===== src/rtl/uart_tx_pkg.sv =====
// Shared register map, bit positions and FSM state encoding for the UART TX peripheral.
// ST_PARITY exists only when UART_TX_PARITY_EN is defined.
package uart_tx_pkg;

    localparam logic [1:0] REG_TXD    = 2'd0;
    localparam logic [1:0] REG_STATUS = 2'd1;
    localparam logic [1:0] REG_CTRL   = 2'd2;
    localparam logic [1:0] REG_IRQCLR = 2'd3;

    localparam int STAT_BUSY      = 0;
    localparam int STAT_FULL      = 1;
    localparam int STAT_EMPTY     = 2;
    localparam int STAT_OVF       = 3;
    localparam int STAT_LEVEL_LSB = 4;
    localparam int STAT_LEVEL_MSB = 8;

    localparam int CTRL_IRQ_EN     = 0;
    localparam int CTRL_PARITY_ODD = 1;

    localparam int IRQCLR_PEND = 0;
    localparam int IRQCLR_OVF  = 1;

    typedef enum logic [2:0] {
        ST_IDLE   = 3'd0,
        ST_START  = 3'd1,
        ST_DATA   = 3'd2,
`ifdef UART_TX_PARITY_EN
        ST_PARITY = 3'd3,
`endif
        ST_STOP   = 3'd4
    } tx_state_t;

endpackage


===== src/rtl/uart_tx_periph_tx_fifo.sv =====
// Synchronous TX FIFO; a push on full is still taken when a pop happens in the same cycle.
module tx_fifo #(
    parameter int DEPTH = 8,
    parameter int WIDTH = 8
) (
    input  logic                     clk,
    input  logic                     reset,
    input  logic                     push,
    input  logic [WIDTH-1:0]         push_data,
    input  logic                     pop,
    output logic [WIDTH-1:0]         pop_data,
    output logic                     full,
    output logic                     empty,
    output logic [$clog2(DEPTH):0]   level
);
    localparam int AW = $clog2(DEPTH);

    logic [WIDTH-1:0] mem [DEPTH];
    logic [AW-1:0]    wr_ptr;
    logic [AW-1:0]    rd_ptr;
    logic             do_push;
    logic             do_pop;

    assign full     = (level == (AW+1)'(DEPTH));
    assign empty    = (level == '0);
    assign do_pop   = pop && !empty;
    assign do_push  = push && (!full || do_pop);
    assign pop_data = mem[rd_ptr];

    // Pointers wrap naturally because DEPTH is a power of two.
    always_ff @(posedge clk or posedge reset) begin
        if (reset) begin
            wr_ptr <= '0;
            rd_ptr <= '0;
            level  <= '0;
        end else begin
            if (do_push) wr_ptr <= wr_ptr + 1'b1;
            if (do_pop)  rd_ptr <= rd_ptr + 1'b1;
            case ({do_push, do_pop})
                2'b10:   level <= level + 1'b1;
                2'b01:   level <= level - 1'b1;
                default: level <= level;
            endcase
        end
    end

    always_ff @(posedge clk) begin
        if (do_push) mem[wr_ptr] <= push_data;
    end

endmodule


===== src/rtl/uart_tx_periph.sv =====
// Memory-mapped 8N1 UART transmitter with a TX FIFO and a drain-complete interrupt.
// Define UART_TX_PARITY_EN to add a parity bit (even/odd chosen by CTRL.bit1).
module uart_tx_periph
    import uart_tx_pkg::*;
#(
    parameter int          CLK_HZ     = 25000000,
    parameter int          BAUD       = 9600,
    parameter int          FIFO_DEPTH = 8,
    parameter logic [31:0] BASE_ADDR  = 32'h40000030
) (
    input  logic        clk,
    input  logic        reset,
    input  logic        rd,
    input  logic        wr,
    input  logic [31:0] addr,
    input  logic [31:0] wdata,
    output logic [31:0] rdata,
    output logic        uart_tx,
    output logic        irqout
);
    localparam int DIV = CLK_HZ / BAUD;
    localparam int CW  = $clog2(DIV);
    localparam int LW  = $clog2(FIFO_DEPTH) + 1;

    tx_state_t      state;
    tx_state_t      next_state;
    logic [CW-1:0]  baud_cnt;
    logic           baud_done;
    logic [2:0]     bit_cnt;
    logic [7:0]     shift_reg;
    logic           cnt_clr;
    logic           bit_adv;
    logic           irq_set;

    logic           fifo_pop;
    logic           fifo_full;
    logic           fifo_empty;
    logic [7:0]     fifo_data;
    logic [LW-1:0]  fifo_level;

    logic           sel;
    logic           bus_wr;
    logic           push;
    logic           ovf_set;
    logic           irq_en;
    logic           irq_pend;
    logic           ovf;
    logic           unused_bits;
`ifdef UART_TX_PARITY_EN
    logic           parity_odd;
    logic           parity_bit;

    assign parity_bit = (^shift_reg) ^ parity_odd;
`endif

    assign sel         = (addr[31:4] == BASE_ADDR[31:4]);
    assign bus_wr      = wr && sel;
    assign push        = bus_wr && (addr[3:2] == REG_TXD);
    assign ovf_set     = push && fifo_full && !fifo_pop;
    assign baud_done   = (baud_cnt == CW'(DIV - 1));
    assign irqout      = irq_pend & irq_en;
    assign unused_bits = ^{addr[1:0], wdata[31:8]};

    tx_fifo #(
        .DEPTH (FIFO_DEPTH),
        .WIDTH (8)
    ) u_fifo (
        .clk       (clk),
        .reset     (reset),
        .push      (push),
        .push_data (wdata[7:0]),
        .pop       (fifo_pop),
        .pop_data  (fifo_data),
        .full      (fifo_full),
        .empty     (fifo_empty),
        .level     (fifo_level)
    );

    always_ff @(posedge clk or posedge reset) begin
        if (reset) state <= ST_IDLE;
        else       state <= next_state;
    end

    // The serial line is decoded from state so an async reset forces it high immediately.
    always_comb begin
        next_state = state;
        fifo_pop   = 1'b0;
        cnt_clr    = 1'b0;
        bit_adv    = 1'b0;
        irq_set    = 1'b0;
        uart_tx    = 1'b1;
        case (state)
            ST_IDLE: begin
                if (!fifo_empty) begin
                    fifo_pop   = 1'b1;
                    cnt_clr    = 1'b1;
                    next_state = ST_START;
                end
            end
            ST_START: begin
                uart_tx = 1'b0;
                if (baud_done) begin
                    cnt_clr    = 1'b1;
                    next_state = ST_DATA;
                end
            end
            ST_DATA: begin
                uart_tx = shift_reg[bit_cnt];
                if (baud_done) begin
                    cnt_clr = 1'b1;
                    bit_adv = 1'b1;
                    if (bit_cnt == 3'd7) begin
`ifdef UART_TX_PARITY_EN
                        next_state = ST_PARITY;
`else
                        next_state = ST_STOP;
`endif
                    end
                end
            end
`ifdef UART_TX_PARITY_EN
            ST_PARITY: begin
                uart_tx = parity_bit;
                if (baud_done) begin
                    cnt_clr    = 1'b1;
                    next_state = ST_STOP;
                end
            end
`endif
            ST_STOP: begin
                if (baud_done) begin
                    cnt_clr = 1'b1;
                    if (!fifo_empty) begin
                        fifo_pop   = 1'b1;
                        next_state = ST_START;
                    end else begin
                        irq_set    = 1'b1;
                        next_state = ST_IDLE;
                    end
                end
            end
            default: next_state = ST_IDLE;
        endcase
    end

    // The shift register holds the byte unshifted; bit_cnt selects the bit on the line.
    always_ff @(posedge clk or posedge reset) begin
        if (reset) begin
            baud_cnt  <= '0;
            bit_cnt   <= '0;
            shift_reg <= '0;
        end else begin
            if (cnt_clr || state == ST_IDLE) baud_cnt <= '0;
            else                             baud_cnt <= baud_cnt + 1'b1;
            if (fifo_pop) begin
                shift_reg <= fifo_data;
                bit_cnt   <= '0;
            end else if (bit_adv) begin
                bit_cnt <= bit_cnt + 1'b1;
            end
        end
    end

    // Set events win over a clear arriving in the same cycle.
    always_ff @(posedge clk or posedge reset) begin
        if (reset) begin
            irq_en     <= 1'b0;
            irq_pend   <= 1'b0;
            ovf        <= 1'b0;
`ifdef UART_TX_PARITY_EN
            parity_odd <= 1'b0;
`endif
        end else begin
            if (bus_wr && addr[3:2] == REG_CTRL) begin
                irq_en     <= wdata[CTRL_IRQ_EN];
`ifdef UART_TX_PARITY_EN
                parity_odd <= wdata[CTRL_PARITY_ODD];
`endif
            end
            if (irq_set)
                irq_pend <= 1'b1;
            else if (bus_wr && addr[3:2] == REG_IRQCLR && wdata[IRQCLR_PEND])
                irq_pend <= 1'b0;
            if (ovf_set)
                ovf <= 1'b1;
            else if (bus_wr && addr[3:2] == REG_IRQCLR && wdata[IRQCLR_OVF])
                ovf <= 1'b0;
        end
    end

    always_comb begin
        rdata = '0;
        if (rd && sel) begin
            case (addr[3:2])
                REG_STATUS: begin
                    rdata[STAT_BUSY]                     = (state != ST_IDLE);
                    rdata[STAT_FULL]                     = fifo_full;
                    rdata[STAT_EMPTY]                    = fifo_empty;
                    rdata[STAT_OVF]                      = ovf;
                    rdata[STAT_LEVEL_MSB:STAT_LEVEL_LSB] = 5'(fifo_level);
                end
                REG_CTRL: begin
                    rdata[CTRL_IRQ_EN] = irq_en;
`ifdef UART_TX_PARITY_EN
                    rdata[CTRL_PARITY_ODD] = parity_odd;
`endif
                end
                REG_IRQCLR: begin
                    rdata[IRQCLR_PEND] = irq_pend;
                    rdata[IRQCLR_OVF]  = ovf;
                end
                default: rdata = '0;
            endcase
        end
    end

endmodule

===== config.mk =====
export PLATFORM = sky130hd
export DESIGN_NAME = uart_tx_periph
export DESIGN_NICKNAME = d
export VERILOG_FILES = /design/src/rtl/uart_tx_pkg.sv /design/src/rtl/uart_tx_periph_tx_fifo.sv /design/src/rtl/uart_tx_periph.sv
export SDC_FILE = /design/constraint.sdc
export NUM_CORES = 1
export LEC_CHECK = 0
export CORE_MARGIN = 5
export CORE_UTILIZATION = 52
export CTS_CLUSTER_DIAMETER = 60
export DETAILED_ROUTE_END_ITERATION = 10
export PLACE_DENSITY = 0.89
export RECOVER_POWER = 50
export SYNTH_ARGS = -nofsm -noshare
export SYNTH_HDL_FRONTEND = slang
export SYNTH_SLANG_ARGS = --single-unit

===== constraint.sdc =====
create_clock -name clk -period 3.68 [get_ports clk]
set_input_delay 1.104 -clock clk [delete_from_list [all_inputs] [get_ports clk]]
set_output_delay 1.104 -clock clk [all_outputs]
set_load 0.02 [all_outputs]

# After elaboration in Yosys (flattened, before gate mapping)

Memory sizes are Yosys's and may differ from the RTL's. A register that Yosys moved wholly into a read port is not among the register bits.
Index checks and enable logic that the tools add are counted.

Register bits after elaboration: 31
Memory bits (writable): 64
Input port bits: 68
Output and inout bits: 34
Logic and storage cells: 94
Memories: 1

Memory list:

| name       | words | bits a word | rd ports | clocked after memory_dff | wr ports | RTL line                     | text |
|---|---|---|---|---|---|---|---|
| u_fifo.mem | 8     | 8           | 1        | 1                        | 1        | uart_tx_periph_tx_fifo.sv:18 | `logic [WIDTH-1:0] mem [DEPTH];` |

Add/subtract/negate cells: 6
Magnitude comparators: 1
Equality and inequality tests: 17
Mux-type cells: 33
Bitwise logic cells: 1
Reduce and logical (&&, ||, !) cells: 26

Operators with widths:

| kind                                                       | count |
|---|---|
| equality test 28 x 27 -> 1 bit, second input constant      | 1 |
| 2-to-1 mux 3 bit                                           | 7 |
| 2-to-1 mux 1 bit                                           | 15 |
| adder 12 x 1 -> 12 bit, second input constant              | 1 |
| equality test 12 bit, second input constant                | 1 |
| 2-to-1 mux 12 bit                                          | 1 |
| case mux 3 bit (4 select lines)                            | 1 |
| logical AND 1 bit                                          | 11 |
| != test 2 bit, second input constant                       | 5 |
| adder 3 x 1 -> 3 bit, second input constant                | 3 |
| 2-to-1 mux 8 bit                                           | 1 |
| case mux 1 bit (2 select lines)                            | 4 |
| case mux 4 bit (2 select lines)                            | 1 |
| nonzero test 2 bit                                         | 4 |
| equality test 2 bit, second input constant                 | 3 |
| equality test 3 bit, second input constant                 | 2 |
| 2-to-1 mux 6 bit                                           | 1 |
| AND reduction 5 bit                                        | 1 |
| adder 4 x 1 -> 4 bit, second input constant                | 1 |
| equality test 2 x 1 -> 1 bit, second input constant        | 2 |
| equality test 4 bit, second input constant                 | 1 |
| logical NOT 4 bit                                          | 1 |
| less-than comparator 3 x 4 -> 1 bit, second input constant | 1 |
| subtractor 4 x 1 -> 4 bit, second input constant           | 1 |
| 11 further kinds                                           | 14 |

# Depth between registers and ports, before layout

Gate-level depths: netlist of the first run.

Depth in word-level cells: 9
Mapped depth: 13
Mapped depth without buffers: 12

# Hierarchy

Synthesis of the first run repeated with hierarchy kept, for this count alone.

Cells, all modules: 357
Area, all modules: 5009.8 µm²

Modules (own cells, without submodules):

| module         | times used | cells an instance | area each (µm²) | sequential area each (µm²) |
|---|---|---|---|---|
| tx_fifo        | 1          | 165               | 3158.0          | 2172.1 |
| uart_tx_periph | 1          | 192               | 1851.8          | 725.7 |

# Worst setup path after synthesis of the first run

No wires, ideal clock.

Path type: input to output
Start point: input port addr[20]
End point: output port rdata[2]
Arrival: 2.438 ns
Required time: 2.576 ns
Path slack: 0.138 ns
Stages on the path: 4
Buffers on the path: 0
Cell sequence: nor4_1 > nand3_1 > nor4_1 > nor2b_1

Longest elaborated chain between the ends: 3

RTL lines:

| element                        | RTL line              | text |
|---|---|---|
| start, declared                | uart_tx_periph.sv:15  | `input logic [31:0] addr,` |
| equality test 28 x 27 -> 1 bit | uart_tx_periph.sv:56  | `assign sel = (addr[31:4] == BASE_ADDR[31:4]);` |
| logical AND 1 bit              | uart_tx_periph.sv:193 | `if (rd && sel) begin` |
| 2-to-1 mux 8 bit               | uart_tx_periph.sv:193 |  |
| end, declared                  | uart_tx_periph.sv:17  | `output logic [31:0] rdata,` |

Every way passes these cells.

# Final worst setup path of the first run

Start point: input port addr[24]
End point: output port rdata[6]

Same word-level chain as after synthesis.

==> out/metrics.cfg, run 1 <==
[clock_tree]
clock-sinks = 103
cts_buffers = 9
clk_pin_slew_ns = 0.09
clock_latency_ns = 0.38
cts_tree = built
h-tree-depth = 3
cts_hold_buf = 0
cts_max_path_buffers = 2
clockRootBuffer = clkbuf_8

[detailed_routing]
wl_per_cell_um = 17.36
vias = 3128
drc = 0
vias_per_cell = 5.596
ant_nets = 0
wirelength_um = 9706
drt_iter0_drc = 259
first_pass_iters = 4

[sta]
setup_violations = 0
drv_slew = 40
skew_ns = 0.009006
maxSlewHeadroom_pct = -36.82
max_freq_mhz = 277.8
finalCritPeriodShare_pct = 97.82
fin_tns_setup_ns = 0
finalHoldViolCount = 0
rsz0062_at_grt = false
worst_pin_slew_ns = 2.052
period_needed_ns = 3.600

[min_path]
hold-path-cell-count = 1
min_to = baud_cnt[0]
min_path_type = register to register
hp-start = baud_cnt[0]

[synthesis]
async_flop_share_pct = 37.86
synth_edf_count = 64
netlist_area_um2 = 5040
synth.most_common_cell = edfxtp_1
netlist_instances = 353
synthTopCellsByArea = edfxtp_1 38%, dfrtp_1 19%, mux4_2 8.0%, mux2_2 4.5%, buf_4 3.7%
yosysTopAreaCell = edfxtp_1
synth_top_area_share_pct = 38.13
seq_area_frac_synth_pct = 57.50
ys_ff_latch = 103
synth_area_per_cell_um2 = 14.28
ys_top_cells_by_count = 64 x edfxtp_1, 39 x dfrtp_1, 25 x buf_4
synth_warnings = 0
ys_types = 55
ys.flop_type = edfxtp_1

[worst_setup_path]
worstReg2RegStart = baud_cnt[0]
timing.rr.end = u_fifo.level[2]
rrSetupSlack_ns = 0.72
crit_arrival_ns = 2.50
end_kind = primary output
worst-r2r-cell-count = 13
path_class = primary input to primary output
start_kind = primary input
worst-path-max-fanout = 6
crit_required_ns = 2.58

[finish]
final_nets = 497
syn_to_final_growth_pct = 18.40
fillCellCount = 689
n_antenna_cell = 0
post-route-util_pct = 62.19
drive_gt1_share_pct = 25.59
final_cells = 559
design_area_um2 = 5967
largest_register_ffs = 64

[grt]
grt_pass1_wl_um = 15590
grt_usage_pct = 17.63
overflow = 0
grt_pass1_vias = 3173
antenna_found_initial = 0
grt_max_degree = 40

[floorplanning]
die_w_um = 108.4
rows = 36
placeableCoreArea_um2 = 9594
ios = 102
initial_utilization_pct = 52.53
fp.dieH_um = 108.4
die_area_um2 = 11760

[power_and_ir_drop]
powerDensity_nw_per_um2 = 361.3
peakVddDrop_mv = 0.4080
total_power_uw = 2156
p_leak_uw = 0.002350

[placement]
port_buffers = 51
dpl.hpwl_um = 6739
placedInstanceArea_um2 = 5703
dp.cells = 542
routabilityCongestion = 0.8215

[outcome]
violations = max-capacitance violations, max-slew violations
outcome = complete, but fails checks

[job]
cap_violations = 1

## layout make-up
class / count / area, um2 / share of cell area (%)
clock inverter: 6 / 75.07 / 1.258
sequential: 103 / 2898 / 48.56
clock buffer: 10 / 127.6 / 2.139
tap: 133 / 166.4 / 2.789
inverter: 8 / 30.03 / 0.5033
multi-input combinational: 224 / 1971 / 33.03
timing repair buffer: 75 / 699.4 / 11.72
## critical path, cell delays in order
cell and delay, ns:
clkdlybuf4s15_1 0.21, nor4_4 0.34, nand4_4 0.14, nor4_2 0.27
buf_4 0.18, and2_1 0.14, buf_6 0.12
## kinds of logic (layout without fill, tap and decap cells)
family	after synthesis	after routing	share of synthesized area [%]
buf+inv	49	99	6.008
fa+ha+maj	8	8	1.986
flops	103	103	57.50
other cells	1	24	0.07441
xor+xnor	19	19	3.302
simple gates	105	105	14.42
compound gates	29	29	3.997
mux	39	39	12.71
## metal layers
metal | wire length [um] | GRT usage, % | share of wire [%] | up-vias
li1 | - | - | - | 1439
met1 | 3987 | 22.48 | 41 | 1561
met2 | 4968 | 29.26 | 51 | 114
met3 | 586 | 3.343 | 6.0 | 14
met4 | 163 | 8.115 | 1.7 | 0
met5 | 0 | 0 | 0 | -
## metrics by stage
stage	setup WS (ns)	hold slack (ns)
after floorplan	0.1379	0.4551
after global placement	-0.6411	0.4699
after detailed placement	-0.6625	0.4833
after CTS	0.002435	0.4963
after global routing	0.005772	0.5299
final	0.08033	0.4958
## power by group
part           leakage (uW)  switching, uW  internal [uW]
clock network     0.0000998            406            327
logic               0.00114           72.0           71.8
registers           0.00111           19.2           1260
total               0.00235            497           1660
## worst max path at each step
stage,start,endpoint,slack (ns),depth (start not counted)
6_report,addr[24],rdata[6],0.08,7
4_1_cts,addr[16],rdata[2],0.002,7
3_3_place_gp,addr[6],rdata[2],-0.64,7
5_1_grt,addr[22],rdata[6],0.006,7
2_1_floorplan,addr[20],rdata[2],0.14,4
3_5_place_dp,addr[6],rdata[2],-0.66,7
## placed cells by master (no fill, tap or decap), types with 7 or more instances in the layout
| cell type | n |
|---|---|
| a21oi_1 | 9 |
| buf_4 | 24 |
| clkbuf_8 | 9 |
| conb_1 | 24 |
| dfrtp_1 | 39 |
| dlygate4sd2_1 | 10 |
| dlygate4sd3_1 | 9 |
| dlymetal6s2s_1 | 12 |
| edfxtp_1 | 64 |
| ha_1 | 8 |
| inv_1 | 8 |
| mux2_2 | 20 |
| mux4_2 | 18 |
| nand2_1 | 10 |
| nand3_1 | 12 |
| nand4_1 | 8 |
| nor2_1 | 18 |
| nor4_1 | 9 |
| o21ai_0 | 7 |
| xnor2_1 | 9 |
| xor2_1 | 10 |
## timing repair
| item | in CTS | in global routing |
|---|---|---|
| gates resized for setup | 58 | 32 |
| pin swaps | 11 | 10 |
| buffers inserted | 1 | 0 |
| gates cloned | 0 | 0 |
| setup endpoints to repair | 8 | 8 |
No activity file was read; power rests on OpenSTA's default activity.
==> run 2, diff against run 1 <==
--- a/config.mk
+++ b/config.mk
@@ -13,4 +13,5 @@
 export RECOVER_POWER = 50
 export SYNTH_ARGS = -nofsm -noshare
 export SYNTH_HDL_FRONTEND = slang
+export SYNTH_HIERARCHICAL = 1
 export SYNTH_SLANG_ARGS = --single-unit
==> out/metrics.cfg, run 2 <==
[outcome]
outcome = complete, but fails checks
violations = max-capacitance violations, max-slew violations, negative setup slack

[placement]
pre_cts_ws_ns = -0.9378  ; -0.2752 ns
routabilityCongestion = 0.7979  ; -2.9%
dp.cells = 547  ; +0.92%
dpl.hpwl_um = 7131  ; +5.8%
port_buffers = 51  ; unchanged

[sta]
maxSlewHeadroom_pct = -2.566  ; +34 points
max_freq_mhz = 255.7  ; -7.9%
drv_slew = 30  ; -25%
period_needed_ns = 3.910  ; +0.3108 ns
skew_ns = 0.01829  ; +0.009283 ns
setup_ws_ns = -0.2305  ; -0.3108 ns
fin_worst_hold_slack_ns = 0.4938  ; -0.001982 ns
setup_violations = 16  ; +16
rsz0062_at_grt = true
worst_pin_slew_ns = 1.538  ; -0.5137 ns
finalCritPeriodShare_pct = 106.3  ; +8.4 points
finalHoldViolCount = 0  ; unchanged

[grt]
grt_pass1_wl_um = 15910  ; +2.0%
grt_pass1_vias = 3074  ; -3.1%
antenna_found_initial = 0  ; unchanged
overflow = 0  ; unchanged
grt_max_degree = 30  ; -25%
grt_usage_pct = 18.00  ; +0.37 points

[clock_tree]
cts_hold_buf = 0  ; unchanged
h-tree-depth = 3  ; unchanged
clock-sinks = 103  ; unchanged
clockRootBuffer = clkbuf_8
cts_tree = built
clk_pin_slew_ns = 0.09  ; about the same
cts_max_path_buffers = 2  ; unchanged
cts_buffers = 9  ; unchanged
clock_latency_ns = 0.37  ; about the same

[finish]
register_area_um2 = 2899  ; about the same
post-route-util_pct = 63.86  ; +1.7 points
final_cells = 563  ; +0.72%
largest_register_ffs = 64  ; unchanged
syn_to_final_growth_pct = 18.91
multi_input_area_um2 = 1948  ; -1.1%
final_common_cell = edfxtp_1
mostFrequentLayoutCells = 64 x edfxtp_1, 38 x dfrtp_1, 30 x nor2_1
fillCellCount = 614  ; -11%
n_antenna_cell = 0  ; unchanged
drive_gt1_share_pct = 25.35  ; -0.24 points
final_nets = 505  ; +1.6%

[power_and_ir_drop]
powerDensity_nw_per_um2 = 340.1  ; -5.9%
peakVddDrop_mv = 0.3214  ; -21%
power.internal_uw = 1542  ; -7.0%
power_frac_clock_pct = 34.7  ; +0.7 points
p_leak_uw = 0.002361  ; +0.45%
net-switching-power_uw = 483.6  ; -2.7%
switching_share_pct = 23.87  ; +0.81 points
power_frac_seq_pct = 60.6  ; +1.3 points
power_frac_comb_pct = 4.7  ; -2.0 points

[floorplanning]
die_w_um = 108.2  ; -0.27%
rows = 35  ; -2.8%
fp.dieH_um = 108.2  ; -0.27%
die_area_um2 = 11700  ; -0.53%
initial_utilization_pct = 53.71  ; +1.2 points
placeableCoreArea_um2 = 9328  ; -2.8%
ios = 102  ; unchanged

[detailed_routing]
vias_per_cell = 5.462  ; -2.4%
ant_nets = 0  ; unchanged
wl_per_cell_um = 18.29  ; +5.3%
vias = 3075  ; -1.7%
drt_iter0_drc = 186  ; -28%
drc = 0  ; unchanged
wirelength_um = 10300  ; +6.1%
first_pass_iters = 4  ; unchanged

[synthesis]
async_flop_share_pct = 37.86  ; unchanged
synth_area_per_cell_um2 = 14.03  ; -1.7%
seq_area_frac_synth_pct = 57.84  ; +0.34 points
synth_top_area_share_pct = 38.36  ; +0.23 points
ys_top_cells_by_count = 64 x edfxtp_1, 39 x dfrtp_1, 31 x nor2_1
netlist_area_um2 = 5010  ; -0.60%
netlist_instances = 357  ; +1.1%
ys_types = 56  ; +1.8%
synth_edf_count = 64  ; unchanged
ys.flop_type = edfxtp_1
synthTopCellsByArea = edfxtp_1 38%, dfrtp_1 19%, mux2_2 4.5%, mux4_2 4.5%, mux4_1 4.2%
synth_warnings = 6  ; +6
yosysTopAreaCell = edfxtp_1
synth.most_common_cell = edfxtp_1
ys_ff_latch = 103  ; unchanged

[worst_setup_path]
start_kind = primary input
end_kind = primary output
path_class = primary input to primary output
worst-path-max-fanout = 6  ; unchanged
crit_required_ns = 2.58  ; about the same
crit_arrival_ns = 2.81  ; +0.31 ns

[job]
cap_violations = 1  ; unchanged

[min_path]
min_path_type = register to register

## run 2: cell count changes after synthesis, moves of 4 or more
cell,change
nand2_1,+15
nor2_1,+12
mux4_1,+8
mux4_2,-8
nor4_1,-8
a21oi_1,-5
clkbuf_1,-5
nand4_1,-5
nand2b_1,+4
nand3_1,-4
nor4b_2,-4
## run 2: per-layer routing
layer | vias up | global-route usage [%] | wire, um
li1 | 1410 | - | -
met1 | 1552 | 21.88 | 3952
met5 | - | 0 | 0
met3 | 14 | 4.418 | 536
met4 | 0 | 3.787 | 130
met2 | 99 | 32.59 | 5676
## run 2: cell type report
type | count | area share [%]
clock buffer | 9 | 2.079
sequential | 103 | 48.67
multi-input combinational | 229 | 32.70
tap | 129 | 2.710
clock inverter | 7 | 1.407
inverter | 11 | 0.6931
timing repair buffer | 75 | 11.74
## run 2: repair_timing
item,CTS,global route
buffers inserted,0,0
resized for setup,74,13
endpoints found under the setup margin,76,59
pin swaps,7,8
## run 2: worst paths after layout
kind                                  from               to  slack [ns]  cells past startpoint
max in group asynchronous            reset       bit_cnt[0]        0.93                      3
setup / recovery                  addr[29]         rdata[2]       -0.23                      8
hold reg to reg                baud_cnt[0]      baud_cnt[0]        0.49                      1
hold / removal                 baud_cnt[0]      baud_cnt[0]        0.49                      1
setup reg to reg           u_fifo/level[1]  u_fifo/level[3]        0.45                     12
min in group asynchronous            reset  u_fifo/level[0]        1.18                      2
## run 2: power groups by stage
stage	Clock [uW]	Combinational [uW]	Sequential [uW]
detailed placement	0	94.1	1250
global placement	0	91.2	1250
global route	772	102	1230
finish	702	95.0	1230
CTS	720	94.6	1230
floorplan	0	54.0	1250
## run 2: worst max-delay path: stages
cell             delay (ns)
clkdlybuf4s50_1        0.41
nor4_1                 0.29
and3_1                 0.22
nand4_1                0.15
nor3_2                 0.20
buf_4                  0.17
and2_4                 0.14
buf_6                  0.11
## run 2: cell families after synthesis
family | after synthesis | share of synthesized area [%]
adders and majority gates | 9 | 2.348
AOI/OAI and AO/OA | 27 | 4.471
DFF | 103 | 57.84
other | 1 | 0.07485
muxes | 42 | 14.09
buffers and inverters | 48 | 6.668
and+or+nand+nor | 111 | 11.71
xor gates and xnor gates | 16 | 2.797
## run 2: metrics by stage
step / TNS (ns) / total power, uW / area (um2)
detailed placement: -45.70 / 1348 / 5668
finish: -1.964 / 2026 / 5957
global route: -3.831 / 2103 / 5957
floorplan: -0.5582 / 1308 / 5111
CTS: -1.083 / 2043 / 5916
global placement: -37.30 / 1345 / 5668
==> run 3, diff against run 2 <==
--- a/config.mk
+++ b/config.mk
@@ -9,6 +9,7 @@
 export CORE_UTILIZATION = 52
 export CTS_CLUSTER_DIAMETER = 60
 export DETAILED_ROUTE_END_ITERATION = 10
+export GPL_TIMING_DRIVEN = 0
 export PLACE_DENSITY = 0.89
 export RECOVER_POWER = 50
 export SYNTH_ARGS = -nofsm -noshare
==> out/metrics.cfg, run 3 (synthesis results as in run 2) <==
[worst_setup_path]
path_class = primary input to primary output
end_kind = primary output
cpMostUsedCell = buf_6
crit_arrival_ns = 2.87  ; +0.06 ns
crit_slowest_cell = clkdlybuf4s50_1
cp_slowest_stage_delay_ns = 0.41  ; about the same
cp_cell_sequence = clkdlybuf4s50_1, nor4_2, and3_1, nand4_1, buf_4, nor3_4, buf_6, and2_4, buf_6
start_kind = primary input
crit_required_ns = 2.58  ; about the same
worst-path-max-fanout = 5  ; -1

[floorplanning]
ios = 102  ; unchanged
die_w_um = 108.2  ; unchanged
fp.dieH_um = 108.2  ; unchanged
initial_utilization_pct = 53.71  ; unchanged
die_area_um2 = 11700  ; unchanged
placeableCoreArea_um2 = 9328  ; unchanged
rows = 35  ; unchanged

[placement]
dp.cells = 558  ; +2.0%
pre_cts_ws_ns = -1.268  ; -0.3300 ns
placedInstanceArea_um2 = 5763  ; +1.7%
dpl.hpwl_um = 6954  ; -2.5%
port_buffers = 49  ; -3.9%
routabilityCongestion = 0.8103  ; +1.6%

[sta]
finalHoldViolCount = 0  ; unchanged
skew_ns = 0.02365  ; +0.005361 ns
max_freq_mhz = 251.8  ; -1.5%
fin_tns_setup_ns = -1.848  ; +0.1154 ns
drv_slew = 0  ; -100%
maxSlewHeadroom_pct = 25.72  ; +28 points
period_needed_ns = 3.972  ; +0.06131 ns
setup_violations = 8  ; -8
finalCritPeriodShare_pct = 107.9  ; +1.7 points
setup_ws_ns = -0.2918  ; -0.06131 ns
worst_pin_slew_ns = 1.113  ; -0.4255 ns
rsz0062_at_grt = true

[clock_tree]
cts_tree = built
clk_pin_slew_ns = 0.10  ; about the same
clock_latency_ns = 0.39  ; +0.02 ns
h-tree-depth = 3  ; unchanged
clockRootBuffer = clkbuf_8
cts_max_path_buffers = 2  ; unchanged
clock-sinks = 103  ; unchanged
cts_hold_buf = 0  ; unchanged
cts_buffers = 9  ; unchanged

[finish]
design_area_um2 = 6307  ; +5.9%
final_cells = 590  ; +4.8%
largest_register_ffs = 64  ; unchanged
n_antenna_cell = 0  ; unchanged
mostFrequentLayoutCells = 64 x edfxtp_1, 38 x dfrtp_1, 37 x buf_4
post-route-util_pct = 67.62  ; +3.8 points
fillCellCount = 598  ; -2.6%
syn_to_final_growth_pct = 25.90
drive_gt1_share_pct = 30.80  ; +5.5 points
final_nets = 532  ; +5.3%
final_common_cell = edfxtp_1

[detailed_routing]
ant_nets = 0  ; unchanged
vias = 3233  ; +5.1%
wirelength_um = 11150  ; +8.3%
first_pass_iters = 5  ; +1
drc = 0  ; unchanged
drt_iter0_drc = 190  ; +2.2%
wl_per_cell_um = 18.89  ; +3.3%
vias_per_cell = 5.480  ; +0.33%

[outcome]
outcome = complete, but fails checks
violations = negative setup slack

[power_and_ir_drop]
p_leak_uw = 0.002518  ; +6.6%
peakVddDrop_mv = 0.2754  ; -14%
powerDensity_nw_per_um2 = 329.9  ; -3.0%

[min_path]
min_path_type = register to register

[grt]
grt_pass1_wl_um = 17220  ; +8.2%
overflow = 0  ; unchanged
grt_max_degree = 30  ; unchanged
grt_pass1_vias = 3321  ; +8.0%
grt_usage_pct = 19.30  ; +1.3 points
antenna_found_initial = 0  ; unchanged

[job]
cap_violations = 0  ; -1

-- run 3: changes by cell type in the layout (fill, tap and decap cells not counted), sizes merged --
cell	delta
buf	+20
clkbuf	+9
clkdlybuf4s50	-1
clkinv	-1
dlymetal6s2s	-1
inv	+1
-- run 3: worst paths after layout --
check                                start  cells after the start  slack, ns               to
max in group asynchronous            reset                      2       1.45       bit_cnt[0]
setup / recovery                  addr[29]                      9      -0.29         rdata[4]
setup reg to reg           u_fifo/level[1]                     12       0.18  u_fifo/level[3]
hold / removal                 baud_cnt[0]                      1       0.50      baud_cnt[0]
min in group asynchronous            reset                      2       1.16  u_fifo/level[1]
hold reg to reg                baud_cnt[0]                      1       0.50      baud_cnt[0]
-- run 3: worst max-delay path, delay by kind of cell --
family / cells / cell delay, ns
simple gates: 5 / 0.91
buf+inv: 4 / 0.86
-- run 3: routing by layer --
layer	vias to the layer above	global-route usage (%)	routed length [um]
met2	136	33.93	5919
met4	0	5.861	296
li1	1475	-	-
met1	1591	23.85	4306
met3	31	4.358	625
met5	-	0	0
-- run 3: where the power goes --
part	switching (uW)	internal, uW
clock network	459	284
registers	0.00000289	1230
logic	57.2	52.5
-- run 3: layout make-up --
type	count	area [um2]	area share, %
flip-flops and latches	103	2899	45.96
multi-input cells	229	2036	32.28
repair buffers	65	663.1	10.51
plain buffers	37	286.5	4.543
well taps	129	161.4	2.559
clock buffers	9	123.9	1.964
clock inverters	7	96.34	1.527
inverters	11	41.29	0.6546
-- run 3: through the flow --
step	hold WS, ns	total power, uW
finish	0.5005	2081
global route	0.5388	2157
floorplan	0.4546	1308
CTS	0.5049	2090
global placement	0.4716	1360
detailed placement	0.4905	1362
-- run 3: timing repair --
action                     in CTS  in global routing
pin swaps                      14                 12
setup endpoints to repair      74                 76
buffers inserted               10                  7
gates resized for setup        97                 14
